### config.mk
export PLATFORM = sky130hd
export DESIGN_NAME = jtag_dbgreg_ctrl_flat
export DESIGN_NICKNAME = d
export VERILOG_FILES = /design/src/rtl/jtag_dbgreg_ctrl_if.sv /design/src/rtl/jtag_dbgreg_ctrl.sv /design/src/flat_wrapper.sv
export SDC_FILE = /design/constraint.sdc
export NUM_CORES = 1
export LEC_CHECK = 0
export ABC_AREA = 1
export BUFFER_PORTS_ARGS = -buffer_cell sky130_fd_sc_hd__buf_2
export CAP_MARGIN = 5
export CORE_MARGIN = 1.5
export CORE_UTILIZATION = 40
export DETAILED_ROUTE_END_ITERATION = 16
export PLACE_DENSITY_LB_ADDON = 0.05
export SLEW_MARGIN = 10
export SYNTH_ARGS = -nofsm -noshare
export SYNTH_HDL_FRONTEND = slang
export SYNTH_SLANG_ARGS = --single-unit
### constraint.sdc
create_clock -name clk -period 2.2 [get_ports clk]
set_clock_uncertainty 0.1 [all_clocks]
set_input_delay 0.44 -clock clk [delete_from_list [all_inputs] [get_ports clk]]
set_output_delay 0.44 -clock clk [all_outputs]
set_load 0.1 [all_outputs]
### src/rtl/jtag_dbgreg_ctrl_if.sv
// Output stream of the JTAG debug register controller.
// The controller (master) presents a completed DR word together with the
// register it came from; the consumer (slave) accepts it with out_ready.
interface jtag_dbgreg_ctrl_if #(
    parameter int WIDTH = 32
);
    logic [WIDTH-1:0] out_data;
    logic             out_sel;
    logic             out_valid;
    logic             out_ready;

    modport master (
        output out_data,
        output out_sel,
        output out_valid,
        input  out_ready
    );

    modport slave (
        input  out_data,
        input  out_sel,
        input  out_valid,
        output out_ready
    );
endinterface

### src/rtl/jtag_dbgreg_ctrl.sv
// JTAG debug data register controller.
// Brings the raw JTAGG primitive signals into the clk domain, detects rising
// TCK edges and runs a capture/shift/update DR state machine. Completed words
// of the correct length are handed out through a one-entry valid/ready buffer.
// Short or long words raise len_err; words arriving while the buffer is full
// raise ovf.
module jtag_dbgreg_ctrl #(
    parameter int WIDTH       = 32,
    parameter int SYNC_STAGES = 2
) (
    input  logic                 clk,
    input  logic                 rstn,
    input  logic                 jtck,
    input  logic                 jtdi,
    input  logic                 jshift,
    input  logic                 jupdate,
    input  logic                 jce1,
    input  logic                 jce2,
    input  logic                 jrstn,
    output logic                 jtdo1,
    output logic                 jtdo2,
    input  logic [WIDTH-1:0]     rd_data,
    output logic                 ovf,
    output logic                 len_err,
    input  logic                 clr_flags,
    jtag_dbgreg_ctrl_if.master   out_if
);

    localparam int NSYNC = 7;

    typedef enum logic [1:0] {
        IDLE   = 2'd0,
        SHIFT  = 2'd1,
        UPDATE = 2'd2
    } state_t;

    logic [SYNC_STAGES-1:0][NSYNC-1:0] sync_q;
    logic [NSYNC-1:0]                  jtag_raw;
    logic [NSYNC-1:0]                  jtag_s;
    logic                              tck_d;

    logic tck_s, tdi_s, shift_s, update_s, ce1_s, ce2_s, jrstn_s;
    logic tck_ev;

    state_t state, state_next;
    logic   do_capture, do_shift, do_update;

    logic [WIDTH-1:0] shreg;
    logic [5:0]       bitcnt;
    logic             sel;

    logic [WIDTH-1:0] out_data_q;
    logic             out_sel_q;
    logic             out_valid_q;

    logic len_ok, buf_free, load_word, drop_ovf, drop_len;

    assign jtag_raw = {jrstn, jce2, jce1, jupdate, jshift, jtdi, jtck};
    assign jtag_s   = sync_q[SYNC_STAGES-1];

    assign tck_s    = jtag_s[0];
    assign tdi_s    = jtag_s[1];
    assign shift_s  = jtag_s[2];
    assign update_s = jtag_s[3];
    assign ce1_s    = jtag_s[4];
    assign ce2_s    = jtag_s[5];
    assign jrstn_s  = jtag_s[6];

    // One cycle wide pulse on each rising TCK edge seen in the clk domain.
    assign tck_ev = tck_s & ~tck_d;

    // Synchronise all JTAG signals together and keep one extra TCK copy for edge detect.
    always_ff @(posedge clk or negedge rstn) begin
        if (!rstn) begin
            sync_q <= '0;
            tck_d  <= 1'b0;
        end else begin
            sync_q <= {sync_q[SYNC_STAGES-2:0], jtag_raw};
            tck_d  <= tck_s;
        end
    end

    // DR state register.
    always_ff @(posedge clk or negedge rstn) begin
        if (!rstn) begin
            state <= IDLE;
        end else begin
            state <= state_next;
        end
    end

    // Next-state logic and the datapath strobes for capture, shift and update.
    always_comb begin
        state_next = state;
        do_capture = 1'b0;
        do_shift   = 1'b0;
        do_update  = 1'b0;
        if (!jrstn_s) begin
            state_next = IDLE;
        end else begin
            case (state)
                IDLE: begin
                    if (tck_ev && (ce1_s || ce2_s)) begin
                        do_capture = 1'b1;
                        state_next = SHIFT;
                    end
                end
                SHIFT: begin
                    if (tck_ev) begin
                        if (update_s) begin
                            state_next = UPDATE;
                        end else if (shift_s) begin
                            do_shift = 1'b1;
                        end
                    end
                end
                UPDATE: begin
                    do_update  = 1'b1;
                    state_next = IDLE;
                end
                default: begin
                    state_next = IDLE;
                end
            endcase
        end
    end

    // Shift register, bit counter and register select; a JTAG-side reset clears the shift state only.
    always_ff @(posedge clk or negedge rstn) begin
        if (!rstn) begin
            shreg  <= '0;
            bitcnt <= '0;
            sel    <= 1'b0;
        end else if (!jrstn_s) begin
            shreg  <= '0;
            bitcnt <= '0;
        end else if (do_capture) begin
            shreg  <= rd_data;
            sel    <= ce2_s;
            bitcnt <= '0;
        end else if (do_shift) begin
            shreg <= {tdi_s, shreg[WIDTH-1:1]};
            if (bitcnt != 6'd63) begin
                bitcnt <= bitcnt + 6'd1;
            end
        end
    end

    assign len_ok    = (bitcnt == 6'(WIDTH));
    assign buf_free  = ~out_valid_q | out_if.out_ready;
    assign load_word = do_update & len_ok & buf_free;
    assign drop_ovf  = do_update & len_ok & ~buf_free;
    assign drop_len  = do_update & ~len_ok;

    // One-entry output buffer; a load in the same cycle as a transfer keeps valid high.
    always_ff @(posedge clk or negedge rstn) begin
        if (!rstn) begin
            out_data_q  <= '0;
            out_sel_q   <= 1'b0;
            out_valid_q <= 1'b0;
        end else if (load_word) begin
            out_data_q  <= shreg;
            out_sel_q   <= sel;
            out_valid_q <= 1'b1;
        end else if (out_valid_q && out_if.out_ready) begin
            out_valid_q <= 1'b0;
        end
    end

    // Sticky error flags; a new error in the clearing cycle takes precedence.
    always_ff @(posedge clk or negedge rstn) begin
        if (!rstn) begin
            ovf     <= 1'b0;
            len_err <= 1'b0;
        end else begin
            if (drop_ovf) begin
                ovf <= 1'b1;
            end else if (clr_flags) begin
                ovf <= 1'b0;
            end
            if (drop_len) begin
                len_err <= 1'b1;
            end else if (clr_flags) begin
                len_err <= 1'b0;
            end
        end
    end

    // Registered TDO bits, each gated to the register currently selected.
    always_ff @(posedge clk or negedge rstn) begin
        if (!rstn) begin
            jtdo1 <= 1'b0;
            jtdo2 <= 1'b0;
        end else begin
            jtdo1 <= ~sel & shreg[0];
            jtdo2 <= sel & shreg[0];
        end
    end

    assign out_if.out_data  = out_data_q;
    assign out_if.out_sel   = out_sel_q;
    assign out_if.out_valid = out_valid_q;

endmodule

### src/flat_wrapper.sv
// flat-port wrapper written by rule: the top's interface ports become plain ports
module jtag_dbgreg_ctrl_flat 
#(
    parameter int WIDTH       = 32,
    parameter int SYNC_STAGES = 2
)
  (clk, rstn, jtck, jtdi, jshift, jupdate, jce1, jce2, jrstn, jtdo1, jtdo2, rd_data, ovf, len_err, clr_flags, out_if_out_data, out_if_out_sel, out_if_out_valid, out_if_out_ready);
  jtag_dbgreg_ctrl_if #(.WIDTH(WIDTH)) out_if_i ();
  input  logic clk;
  input  logic rstn;
  input  logic jtck;
  input  logic jtdi;
  input  logic jshift;
  input  logic jupdate;
  input  logic jce1;
  input  logic jce2;
  input  logic jrstn;
  output logic jtdo1;
  output logic jtdo2;
  input  logic [WIDTH-1:0] rd_data;
  output logic ovf;
  output logic len_err;
  input  logic clr_flags;
  output wire logic [$bits(out_if_i.out_data)-1:0] out_if_out_data;
  output wire logic [$bits(out_if_i.out_sel)-1:0] out_if_out_sel;
  output wire logic [$bits(out_if_i.out_valid)-1:0] out_if_out_valid;
  input wire logic [$bits(out_if_i.out_ready)-1:0] out_if_out_ready;
  assign out_if_out_data = out_if_i.out_data;
  assign out_if_out_sel = out_if_i.out_sel;
  assign out_if_out_valid = out_if_i.out_valid;
  assign out_if_i.out_ready = out_if_out_ready;
  jtag_dbgreg_ctrl #(.WIDTH(WIDTH), .SYNC_STAGES(SYNC_STAGES)) u_core (.clk(clk), .rstn(rstn), .jtck(jtck), .jtdi(jtdi), .jshift(jshift), .jupdate(jupdate), .jce1(jce1), .jce2(jce2), .jrstn(jrstn), .jtdo1(jtdo1), .jtdo2(jtdo2), .rd_data(rd_data), .ovf(ovf), .len_err(len_err), .clr_flags(clr_flags), .out_if(out_if_i));
endmodule
# After elaboration in Yosys (flattened, before gate mapping)
# Cells that the tools add are included.
dict set report op_classes {
  n_addsub 1
  n_eq_ne 9
  n_mux 27
  bitwise 13
  n_reduce_logical 10
}
# op n
set ops {}
lappend ops {{2-to-1 mux 32 bit} 3}
lappend ops {{2-to-1 mux 6 bit} 4}
lappend ops {{2-to-1 mux 1 bit} 15}
lappend ops {{inequality test 3 bit, second input constant} 5}
lappend ops {{2-to-1 mux 2 bit} 4}
lappend ops {{bitwise AND 1 bit} 7}
lappend ops {{adder 6 x 1 -> 6 bit, second input constant} 1}
lappend ops {{equality test 6 bit, second input constant} 1}
lappend ops {{inequality test 6 bit, second input constant} 1}
lappend ops {{nonzero test 2 bit} 3}
lappend ops {{NOT 1 bit} 5}
lappend ops {{case mux 2 bit (2 select lines)} 1}
lappend ops {{AND reduction 2 bit} 2}
lappend ops {{AND reduction 3 bit} 1}
lappend ops {{equality test 2 x 1 -> 1 bit, second input constant} 1}
lappend ops {{equality test 2 bit, second input constant} 1}
lappend ops {{logical AND 1 bit} 2}
lappend ops {{zero test 2 bit} 1}
lappend ops {{logical OR 1 bit} 1}
lappend ops {{OR 1 bit} 1}
dict set report word_totals {
  reg_bits 94
  word_cells 74
}

# Longest topological paths before layout
dict set report depth {
  depth_word 8
  depth_mapped 9
}

# Worst setup path after synthesis
# No wires, ideal clock.
dict set report synth_path {
  kind {flip-flop to flip-flop}
  startpoint {register u_core.out_valid_q, in the netlist u_core.out_if.out_valid}
  endpoint {register u_core.out_data_q[22], in the netlist u_core.out_if.out_data[22]}
  arrival_ns 1.718
  required_ns 1.978
  slack_ns 0.260
  stages_incl_launch_ff 7
  path_buffers 1
  synth_period_minus_slack_ns 1.940
  path_cell_list {dfrtp_1 -> inv_1 -> nor2_1 -> clkinv_1 -> clkbuf_1 -> nand4_1 -> nand2_1}
}
dict set report synth_between {
  elab_chain_cells 3
}
# item line_no
set synth_lines {}
lappend synth_lines {{from (decl)} jtag_dbgreg_ctrl.sv:54} ;# logic out_valid_q;
lappend synth_lines {{from (signal assigned)} jtag_dbgreg_ctrl.sv:160} ;# out_valid_q <= 1'b0;
lappend synth_lines {{from (signal assigned)} jtag_dbgreg_ctrl.sv:164} ;# out_valid_q <= 1'b1;
lappend synth_lines {{from (signal assigned)} jtag_dbgreg_ctrl.sv:166} ;# out_valid_q <= 1'b0;
lappend synth_lines {{NOT 1 bit} jtag_dbgreg_ctrl.sv:150} ;# assign buf_free = ~out_valid_q | out_if.out_ready;
lappend synth_lines {{OR 1 bit} jtag_dbgreg_ctrl.sv:150}
lappend synth_lines {{bitwise AND 1 bit} jtag_dbgreg_ctrl.sv:151} ;# assign load_word = do_update & len_ok & buf_free;
lappend synth_lines {{to (signal assigned)} jtag_dbgreg_ctrl.sv:162} ;# out_data_q <= shreg;
lappend synth_lines {{to (decl)} jtag_dbgreg_ctrl.sv:52} ;# logic [WIDTH-1:0] out_data_q;
# No other way between the ends.
# A chain may end at the register's enable or synchronous reset.

# Worst setup path in the final report
dict set report layout_path {
  startpoint {register u_core.bitcnt[0]}
  endpoint {register u_core.out_data_q[2], in the netlist u_core.out_if.out_data[2]}
}
dict set report layout_between {
  elab_chain_cells 3
}
# item line_no
set layout_lines {}
lappend layout_lines {{from (decl)} jtag_dbgreg_ctrl.sv:49} ;# logic [5:0] bitcnt;
lappend layout_lines {{from (signal assigned)} jtag_dbgreg_ctrl.sv:144} ;# bitcnt <= bitcnt + 6'd1;
lappend layout_lines {{equality test 6 bit} jtag_dbgreg_ctrl.sv:149} ;# assign len_ok = (bitcnt == 6'(WIDTH));
lappend layout_lines {{bitwise AND 1 bit (2 in a row)} jtag_dbgreg_ctrl.sv:151}
# No other way between the ends.

==> flow_summary_export.csv <==
group,metric,value,unit
synth,yosys-top-cells-area,"dfrtp_1 (56%), nand2_1 (22%), nand4_1 (5.3%), nand3_1 (5.1%), buf_2 (1.4%)",
cells_and_area,final_util,0.4833,
cts,post_cts_resized,0,
cells_and_area,nNetsFinal,628,
cells_and_area,nFillCells,1053,
pwr,clockPowerShare,0.367,
floorplanning,rows,37,
route,routedWlPerCell,13.71,um
pwr,switching_share,0.2393,
timing,drv_slew,0,
synth,synth_most_common_cell,"nand2_1",
job,drv_cap,0,
cts,root_buffer,"clkbuf_8",
synth,avgSynthCellArea,8.359,um^2
route,vias,3490,
pwr,p_seq_frac,0.566,
pwr,peakVddDrop,0.0004347,V
cts,clock_latency,360,ps
global_route,grt_usage,0.1967,
place,routabilityCongestion,0.7742,
timing,fin_tns_setup,0,ps
worst_setup_path,crit_path_max_fanout,34,
global_route,overflow,0,
cells_and_area,area_growth,17.91,%
synth,synth_nets,549,
run_status,status,"finished, final reports clean",
floorplanning,dieWidth,105.6,um
global_route,antenna_found_initial,0,
worst_setup_path,required,2340,ps
synth,yosysSeqAreaShare,0.5584,
timing,period_needed,1836,ps
synth,yosysWarnings,0,
synth,syn_area,4213,um^2
pwr,p_switching,748.4,uW
pwr,power.density,629.6,nW/um^2
timing,period_share,0.8346,
synth,ys_seq_elements,94,
route,first_pass_iters,5,
global_route,grt_max_degree,50,
worst_setup_path,end_kind,"flip-flop",
cells_and_area,seq_area,2352,um^2
cts,htreeDepth,3,
place,dp_hpwl,6534,um
floorplanning,die_area,11160,um^2
cts,cts_tree,"built",
synth,async_flop_share,1.000,
timing,setup_violations,0,
cts,hold_buffers,1,
cts,clock_path_buffers,2,
global_route,grt_pass1_wl,17020,um
route,wirelength,9925,um
route,ant_nets,0,
timing,hold_viol,0,
timing,tightest_slew,489.8,ps
pwr,p_leak,2.892,nW
cts,cts_sinks,94,
synth,ys_top_cells_by_count,"nand2_1 (252), dfrtp_1 (94), nand3_1 (43)",
pwr,p_comb_frac,0.067,
synth,synth_top_cell_by_area,"dfrtp_1",
synth,synthCells,504,
cells_and_area,multi_input_area,1615,um^2
timing,fmax,544.6,MHz
synth,ys.flop_type,"dfrtp_1",
cts,cts_made_buffers,9,
floorplanning,coreArea,10280,um^2
place,placed_cell_area,4757,um^2
floorplanning,start_util,0.4099,
cells_and_area,drive_gt1_frac,0.2126,
timing,rsz0062_at_grt,"no",
hold_path,min_path_type,"input port to flip-flop",
synth,synth_enable_flop_cells,0,
cts,post_cts_buffers,0,
cells_and_area,n_antenna_cell,0,
cts,path_clk_slew,80,ps
synth,synth.distinct_cells,27,
pwr,power,3.127,mW
place,io_buffers,80,
route,vias_per_cell,4.820,
synth,netlist.area_leader.share,0.5584,
worst_setup_path,setup.worst_path.start_class,"flip-flop",
global_route,grt_pass1_vias,3444,
route,drc_errors,0,
pwr,intPower,2.379,mW
cells_and_area,stdcell_area,4967,um^2
floorplanning,die_h,105.6,um
route,drtIter0Drc,133,
worst_setup_path,critPathKind,"flip-flop to flip-flop",
floorplanning,ios,81,
worst_setup_path,cp.arrival,1980,ps
timing,relSlewSlack,0.6757,
## power by group through the flow
stage	Combinational [mW]	Sequential [mW]	Clock, mW
2_1_floorplan	0.0971	1.80	0
3_3_place_gp	0.211	1.80	0
3_5_place_dp	0.213	1.80	0
4_1_cts	0.215	1.77	1.20
5_1_grt	0.237	1.77	1.29
6_report	0.209	1.77	1.15
## registers in the layout, summed over array words and instances (netlist names)
signal                   flops
u_core.jtdo1                 1
u_core.sel                   1
u_core.out_if.out_data      32
u_core.jtdo2                 1
u_core.sync_q                7
u_core.len_err               1
u_core.out_if.out_valid      1
u_core.ovf                   1
u_core.tck_d                 1
u_core.out_if.out_sel        1
u_core.jtag_s                7
u_core.bitcnt                6
u_core.state                 2
u_core.shreg                32
## path summary, 6_finish.rpt
| kind | from | to | slack [ps] | cells past startpoint |
|---|---|---|---|---|
| worst max-delay path | u_core.bitcnt[0] | u_core.out_if.out_data[2] | 360 | 7 |
| worst min register to register | u_core.sync_q[6] | u_core.jtag_s[6] | 240 | 0 |
| min in group asynchronous | rstn | u_core.out_if.out_data[29] | 410 | 2 |
| max in group asynchronous | rstn | u_core.jtag_s[5] | 970 | 3 |
| worst min-delay path | jshift | u_core.sync_q[2] | 80 | 1 |
| worst max register to register | u_core.bitcnt[0] | u_core.out_if.out_data[2] | 360 | 7 |
## layout make-up
| type | count | area share |
|---|---|---|
| inverters | 21 | 0.01587 |
| flip-flops and latches | 94 | 0.4736 |
| well taps | 136 | 0.03426 |
| clock inverters | 5 | 0.01184 |
| clock buffers | 11 | 0.02846 |
| repair buffers | 96 | 0.1108 |
| multi-input cells | 361 | 0.3252 |
## cells by family after synthesis
group,share of synthesized area
simple gates,0.3638
buf+inv,0.05821
flops,0.5584
compound gates,0.01158
fa+ha+maj,0.005939
xor+xnor,0.002079
## layout by cell type, fill, tap and decap left out
master / synthesis / routed
nor2_2: 1 / 1
nand3_4: 1 / 1
clkinvlp_4: 0 / 2
o21ai_0: 4 / 4
nand2_2: 2 / 2
clkinv_2: 0 / 1
nor2_4: 1 / 1
clkbuf_1: 6 / 1
nor2_1: 9 / 9
buf_4: 6 / 14
a21oi_2: 1 / 1
o31ai_1: 1 / 1
nand3_1: 43 / 43
dlygate4sd3_1: 0 / 1
dfrtp_1: 94 / 94
clkinv_1: 1 / 1
nand3_2: 1 / 1
clkbuf_8: 0 / 10
nor3_4: 3 / 3
nand2_1: 252 / 252
clkinv_4: 0 / 1
buf_12: 0 / 2
inv_2: 4 / 4
buf_2: 12 / 79
nand4_1: 36 / 36
bufinv_16: 0 / 1
xor2_1: 1 / 1
o21bai_1: 1 / 1
ha_1: 2 / 2
inv_1: 16 / 16
or2_2: 1 / 1
o21ai_1: 1 / 1
## worst max-delay path: stages (launching register included)
cell and delay [ps]:
dfrtp_1 420, inv_1 90, ha_1 140, nand3_1 130, nor3_4 210, nand3_4 370
nand2_1 170, nand2_1 70
## layer usage
layer  GRT usage  up-vias  part of all wire
met5           0        -                 0
met4     0.05116        0            0.0090
met3     0.05937        6             0.053
met2      0.3114       94              0.46
met1      0.2647     1622              0.48
li1            -     1768                 -
## per-stage QoR
stage | setup WS [ps] | hold slack, ps | std cells
floorplan | 260.0 | 44.41 | 504
global placement | 409.3 | 232.6 | 707
detailed placement | 360.5 | 234.7 | 707
CTS | 345.0 | 54.08 | 724
global route | 166.2 | 32.40 | 724
finish | 363.9 | 82.11 | 724
(Power assumes the default switching activity.)
